<file path="config.mk">
export PLATFORM = sky130hd
export DESIGN_NAME = cpu_sequencer
export DESIGN_NICKNAME = d
export VERILOG_FILES = /design/src/rtl/cpu_pkg.sv /design/src/rtl/cpu_decode.sv /design/src/rtl/cpu_sequencer.sv
export SDC_FILE = /design/constraint.sdc
export NUM_CORES = 1
export LEC_CHECK = 0
export CORE_ASPECT_RATIO = 2
export CORE_MARGIN = 8
export CORE_UTILIZATION = 26
export DETAILED_ROUTE_END_ITERATION = 6
export GPL_TIMING_DRIVEN = 0
export PLACE_DENSITY = 0.48
export SETUP_SLACK_MARGIN = 0.5
export SLEW_MARGIN = 20
export SYNTH_ARGS = -nofsm -noshare
export SYNTH_HDL_FRONTEND = slang
export SYNTH_HIERARCHICAL = 1
export SYNTH_SLANG_ARGS = --single-unit
export TNS_END_PERCENT = 50
</file>
<file path="constraint.sdc">
create_clock -name clk -period 3.4 [get_ports clk]
set_input_delay 0.85 -clock clk [delete_from_list [all_inputs] [get_ports clk]]
set_output_delay 0.85 -clock clk [all_outputs]
set_load 0.01 [all_outputs]
</file>
<file path="src/rtl/cpu_pkg.sv">
// Shared types and encodings for the accumulator CPU sequencer: FSM states, opcodes,
// ALU op_select codes and instruction field positions.
package cpu_pkg;

  typedef enum logic [2:0] {
    StIdle,
    StFetch,
    StDecode,
    StExecute,
    StWriteback,
    StHalted
  } state_t;

  localparam logic [3:0] OpNop  = 4'h0;
  localparam logic [3:0] OpLoad = 4'h1;
  localparam logic [3:0] OpAdd  = 4'h2;
  localparam logic [3:0] OpSub  = 4'h3;
  localparam logic [3:0] OpAnd  = 4'h4;
  localparam logic [3:0] OpOr   = 4'h5;
  localparam logic [3:0] OpXor  = 4'h6;
  localparam logic [3:0] OpOut  = 4'h7;
  localparam logic [3:0] OpJmp  = 4'h8;
  localparam logic [3:0] OpJz   = 4'h9;
  localparam logic [3:0] OpHalt = 4'hF;

  // ALU op_select encodings; SUB shares AluAdd with alu_sub set.
  localparam logic [2:0] AluAdd   = 3'd0;
  localparam logic [2:0] AluAnd   = 3'd1;
  localparam logic [2:0] AluOr    = 3'd2;
  localparam logic [2:0] AluXor   = 3'd3;
  localparam logic [2:0] AluPassB = 3'd4;

  localparam int unsigned InstrW   = 16;
  localparam int unsigned OpcodeHi = 15;
  localparam int unsigned OpcodeLo = 12;
  localparam int unsigned OutIdxHi = 8;
  localparam int unsigned OutIdxLo = 4;
  localparam int unsigned AddrHi   = 3;
  localparam int unsigned AddrLo   = 0;

  function automatic logic [3:0] opcode_of(input logic [InstrW-1:0] instr);
    return instr[OpcodeHi:OpcodeLo];
  endfunction

endpackage

</file>
<file path="src/rtl/cpu_decode.sv">
// Combinational opcode decoder: ALU control and instruction class flags.
module cpu_decode
  import cpu_pkg::*;
(
  input  logic [3:0] opcode,
  output logic [2:0] alu_op,
  output logic       alu_sub,
  output logic       is_alu,
  output logic       is_out,
  output logic       is_jmp,
  output logic       is_jz,
  output logic       is_halt
);

  always_comb begin
    alu_op  = AluAdd;
    alu_sub = 1'b0;
    is_alu  = 1'b0;
    is_out  = 1'b0;
    is_jmp  = 1'b0;
    is_jz   = 1'b0;
    is_halt = 1'b0;
    case (opcode)
      OpLoad: begin
        alu_op = AluPassB;
        is_alu = 1'b1;
      end
      OpAdd: is_alu = 1'b1;
      OpSub: begin
        alu_sub = 1'b1;
        is_alu  = 1'b1;
      end
      OpAnd: begin
        alu_op = AluAnd;
        is_alu = 1'b1;
      end
      OpOr: begin
        alu_op = AluOr;
        is_alu = 1'b1;
      end
      OpXor: begin
        alu_op = AluXor;
        is_alu = 1'b1;
      end
      OpOut:  is_out  = 1'b1;
      OpJmp:  is_jmp  = 1'b1;
      OpJz:   is_jz   = 1'b1;
      OpHalt: is_halt = 1'b1;
      default: ;  // NOP and reserved opcodes
    endcase
  end

endmodule

</file>
<file path="src/rtl/cpu_sequencer.sv">
// Multi-cycle fetch/decode/execute/writeback sequencer owning the PC, IR and
// retired-instruction counter, with run/step/halt control.
module cpu_sequencer
  import cpu_pkg::*;
#(
  parameter int unsigned PC_W  = 4,
  parameter int unsigned CNT_W = 16
) (
  input  logic              clk,
  input  logic              reset,
  input  logic              start,
  input  logic              step,
  input  logic [15:0]       instr_i,
  input  logic              zero_i,
  output logic [PC_W-1:0]   pc_o,
  output logic              ir_load,
  output logic              acc_load,
  output logic [2:0]        alu_op,
  output logic              alu_sub,
  output logic              out_we,
  output logic [4:0]        out_index,
  output logic              busy,
  output logic              halted,
  output logic [CNT_W-1:0]  retired
);

  state_t            state_q;
  logic [15:0]       ir_q;
  logic              run_q;
  logic              jz_taken_q;

  logic [3:0]        dec_opcode;
  logic [2:0]        dec_alu_op;
  logic              dec_alu_sub;
  logic              dec_is_alu;
  logic              dec_is_out;
  logic              dec_is_jmp;
  logic              dec_is_jz;
  logic              dec_is_halt;
  logic              take_branch;
  logic              unused_ir;

  // During FETCH the IR is not loaded yet, so decode the ROM word directly; this lets the
  // ALU controls be registered on entry to DECODE.
  assign dec_opcode = (state_q == StFetch) ? opcode_of(instr_i) : opcode_of(ir_q);

  cpu_decode u_decode (
    .opcode  (dec_opcode),
    .alu_op  (dec_alu_op),
    .alu_sub (dec_alu_sub),
    .is_alu  (dec_is_alu),
    .is_out  (dec_is_out),
    .is_jmp  (dec_is_jmp),
    .is_jz   (dec_is_jz),
    .is_halt (dec_is_halt)
  );

  assign take_branch = dec_is_jmp | (dec_is_jz & jz_taken_q);
  assign unused_ir   = ^ir_q[11:4];

  always_ff @(posedge clk or posedge reset) begin
    if (reset) begin
      state_q    <= StIdle;
      ir_q       <= '0;
      run_q      <= 1'b1;
      jz_taken_q <= 1'b0;
      pc_o       <= '0;
      ir_load    <= 1'b0;
      acc_load   <= 1'b0;
      alu_op     <= '0;
      alu_sub    <= 1'b0;
      out_we     <= 1'b0;
      out_index  <= '0;
      busy       <= 1'b0;
      halted     <= 1'b0;
      retired    <= '0;
    end else begin
      ir_load  <= 1'b0;
      acc_load <= 1'b0;
      out_we   <= 1'b0;
      case (state_q)
        StIdle: begin
          if (start || step) begin
            state_q <= StFetch;
            run_q   <= start;  // start wins over step
            ir_load <= 1'b1;
            busy    <= 1'b1;
          end
        end
        StFetch: begin
          state_q   <= StDecode;
          ir_q      <= instr_i;
          alu_op    <= dec_alu_op;
          alu_sub   <= dec_alu_sub;
          out_index <= instr_i[OutIdxHi:OutIdxLo];
        end
        StDecode: state_q <= StExecute;
        StExecute: begin
          jz_taken_q <= zero_i;
          if (dec_is_halt) begin
            state_q   <= StHalted;
            halted    <= 1'b1;
            busy      <= 1'b0;
            alu_op    <= '0;
            alu_sub   <= 1'b0;
            out_index <= '0;
          end else begin
            state_q  <= StWriteback;
            acc_load <= dec_is_alu;
            out_we   <= dec_is_out;
          end
        end
        StWriteback: begin
          if (take_branch) begin
            pc_o <= PC_W'(ir_q[AddrHi:AddrLo]);
          end else begin
            pc_o <= pc_o + PC_W'(1);
          end
          if (retired != '1) begin
            retired <= retired + CNT_W'(1);
          end
          alu_op    <= '0;
          alu_sub   <= 1'b0;
          out_index <= '0;
          ir_load   <= run_q;
          busy      <= run_q;
          state_q   <= run_q ? StFetch : StIdle;
        end
        StHalted: begin
          if (start) begin
            state_q <= StFetch;
            run_q   <= 1'b1;
            pc_o    <= '0;
            halted  <= 1'b0;
            ir_load <= 1'b1;
            busy    <= 1'b1;
          end
        end
        default: state_q <= StIdle;
      endcase
    end
  end

endmodule

</file>
==> qor.yml <==
max_freq_mhz: 368
syn_avg_cell_area_um2: 10.8
synth_area_mm2: 0.00230
path_buf_inv: 3
slowest_stage: "clkdlybuf4s50_1"
clock-sinks: 47
grt_pass1_vias: 1907
stdcell_area_mm2: 0.00314
hpwl_mm: 4.54
nNetsFinal: 300
fp.dieH_um: 149
ys_seq_area_frac: 0.511
clk_pin_slew_ns: 0.06
diodes: 0
rsz0062_at_grt: "false"
antenna_found_initial: 0
ys_top_cells_by_area: "dfrtp_1 50%, mux2_2 3.9%, a22o_1 3.4%"
tightest_slew_ns: 0.651
min_period_over_period: 0.798
pre_cts_ws_ns: 0.386
final_hold_viol_count: 0
final_util: 0.363
coreArea_mm2: 0.00865
maxCapViolCount: 0
synth_top_area_share: 0.500
power.switching_mw: 0.886
synth_top_cell_by_area: "dfrtp_1"
end_kind: "flop"
leakage_nw: 1.31
syn-num-nets: 237
avgViaCountPerCell: 4.86
place.gp.congestion: 0.733
p_sw_frac: 0.363
setup_violations: 0
place_area_mm2: 0.00297
rows: 48
area_growth_pct: 36.4
die_width_um: 82.5
port_buffers: 51
fin_tns_setup_ns: 0
path_cells: "clkdlybuf4s50_1 > mux2_2 > clkbuf_2 > nand2_1 > nor2_1 > o21ai_0 > o21a_1 > clkbuf_1 > a22o_1"
status: "finished, final reports clean"
hp-class: "flop to flop"
totalWireLength_mm: 6.03
critPathKind: "input port to flop"
grt_usage: 0.105
fillCellCount: 893
drc: 0
synthFlopType: "dfrtp_1"
synthMostInstantiatedCell: "dfrtp_1"
combinationalPowerShare: 0.447
clock_latency_ns: 0.29
cts_inserted_buffers: 5
pwr-share-clk: 0.196
grt_pass1_wl_mm: 9.77
dieArea_mm2: 0.0123
timing.hold.ws_ns: 0.489
min_period_ns: 2.71
synth-edff-count: 0
antenna_left: 0
io-pin-count: 55
wl_per_cell_um: 16.0
grt_max_degree: 29
cts.htree.levels: 2
ys_seq_elements: 47
dr.pass1.iters: 4
drt_iter0_markers: 127
initial_core_util: 0.266
cts_tree: "done"
slew_violations: 0
layout_setup_ws_ns: 0.686
clock-root-buffer: "clkbuf_16"
fin_worst_skew_ns: 0.00475
peakVddDrop_v: 0.000380
slew_headroom: 0.565
critPathMaxFanout: 9
yosys_warnings: 6
cp.required_ns: 3.58
p_per_area_mw_per_mm2: 777
synth_common_cells: "46 x dfrtp_1, 18 x nor2_1, 17 x nand2_1"
cts_hold_buffers: 0
internal_power_mw: 1.55
critical_path.max_stage_delay_ns: 0.45
async_reset_ff_frac: 1.00
cts_buffer_depth: 2
critPathLaunchType: "input port"
power_frac_seq: 0.356
critical_path.top_delay_family: "buffers and inverters"
drive_above_1_share: 0.133
grt.overflow.total: 0
netlist_instances: 214
arrival_ns: 2.89
synthDistinctLibCells: 51
vias: 1836
## metal layers
layer / global-route usage / up-vias / wire length (um)
li1: - / 887 / -
met1: 0.107 / 905 / 2250
met2: 0.194 / 38 / 3390
met3: 0.0272 / 6 / 298
met4: 0.0391 / 0 / 93
met5: 0 / - / 0
## layout make-up
cell class              count  area [um^2]  area share
plain buffers              11         58.8      0.0187
multi-input cells         150         1050       0.334
clock inverters             1         5.00     0.00159
clock buffers               7          133      0.0422
repair buffers             56          568       0.181
inverters                   6         22.5     0.00717
flip-flops and latches     47         1180       0.375
well taps                 100          125      0.0399
## path summary, 6_finish.rpt
kind,depth (start not counted),slack (ns),endpoint,start
hold reg to reg,1,0.49,ir_q[0]$_DFFE_PP0P_,ir_q[0]$_DFFE_PP0P_
max in group asynchronous,3,1.89,ir_q[0]$_DFFE_PP0P_,reset
setup / recovery,9,0.69,out_index[4]$_DFFE_PP0P_,instr_i[12]
setup reg to reg,11,0.83,out_index[4]$_DFFE_PP0P_,state_q[0]$_DFFE_PP0P_
hold / removal,1,0.49,ir_q[0]$_DFFE_PP0P_,ir_q[0]$_DFFE_PP0P_
min in group asynchronous,2,0.98,state_q[2]$_DFFE_PP0P_,reset
## power by group through the flow
stage | registers (mW) | logic (mW) | clock network (mW)
finish | 0.869 | 1.09 | 0.479
global route | 0.896 | 1.22 | 0.527
CTS | 0.873 | 1.08 | 0.502
detailed placement | 0.879 | 1.06 | 0
global placement | 0.877 | 1.05 | 0
floorplan | 0.894 | 0.636 | 0
## cells by family after synthesis
| kind of cell | after synthesis | synth area share |
|---|---|---|
| buf+inv | 17 | 0.0353 |
| mux | 13 | 0.0630 |
| simple gates | 80 | 0.196 |
| xor+xnor | 14 | 0.0533 |
| fa+ha+maj | 2 | 0.0109 |
| flops | 47 | 0.511 |
| compound gates | 41 | 0.130 |
## per-stage QoR
| stage | cells | power (mW) |
|---|---|---|
| 5_1_grt | 378 | 2.64 |
| 2_1_floorplan | 214 | 1.53 |
| 4_1_cts | 374 | 2.45 |
| 3_5_place_dp | 366 | 1.94 |
| 3_3_place_gp | 365 | 1.93 |
| 6_report | 378 | 2.44 |
## state kept, by name, indices dropped and copies added, names as in the netlist
signal,flops
ir_q,8
acc_load,1
alu_sub,1
halted,1
out_index,5
state_q,3
alu_op,3
busy,1
ir_load,1
jz_taken_q,1
run_q,1
retired,16
out_we,1
pc_o,4
## what timing repair did
action | CTS | global route
endpoints found under the setup margin | 10 | 12
buffers inserted | 0 | 4
resized for setup | 1 | 0
pin swaps | 0 | 1
## layout by cell type, fill, tap and decap left out, types with 4 or more instances in the layout
cell	netlist	layout
nand3_1	6	6
o21ai_0	8	8
a22o_1	9	9
mux2_2	8	8
xor2_1	6	6
buf_2	4	4
dfrtp_1	46	46
nor3_1	6	6
nand2_1	17	17
inv_1	5	4
nor2_1	18	18
clkbuf_1	3	5
xnor2_1	8	8
mux2_1	4	4
nand4_1	5	5
clkbuf_16	0	5
a21oi_1	7	7
clkdlybuf4s50_1	0	51
buf_4	1	5
Note: power is estimated with default switching activity, not from simulation.
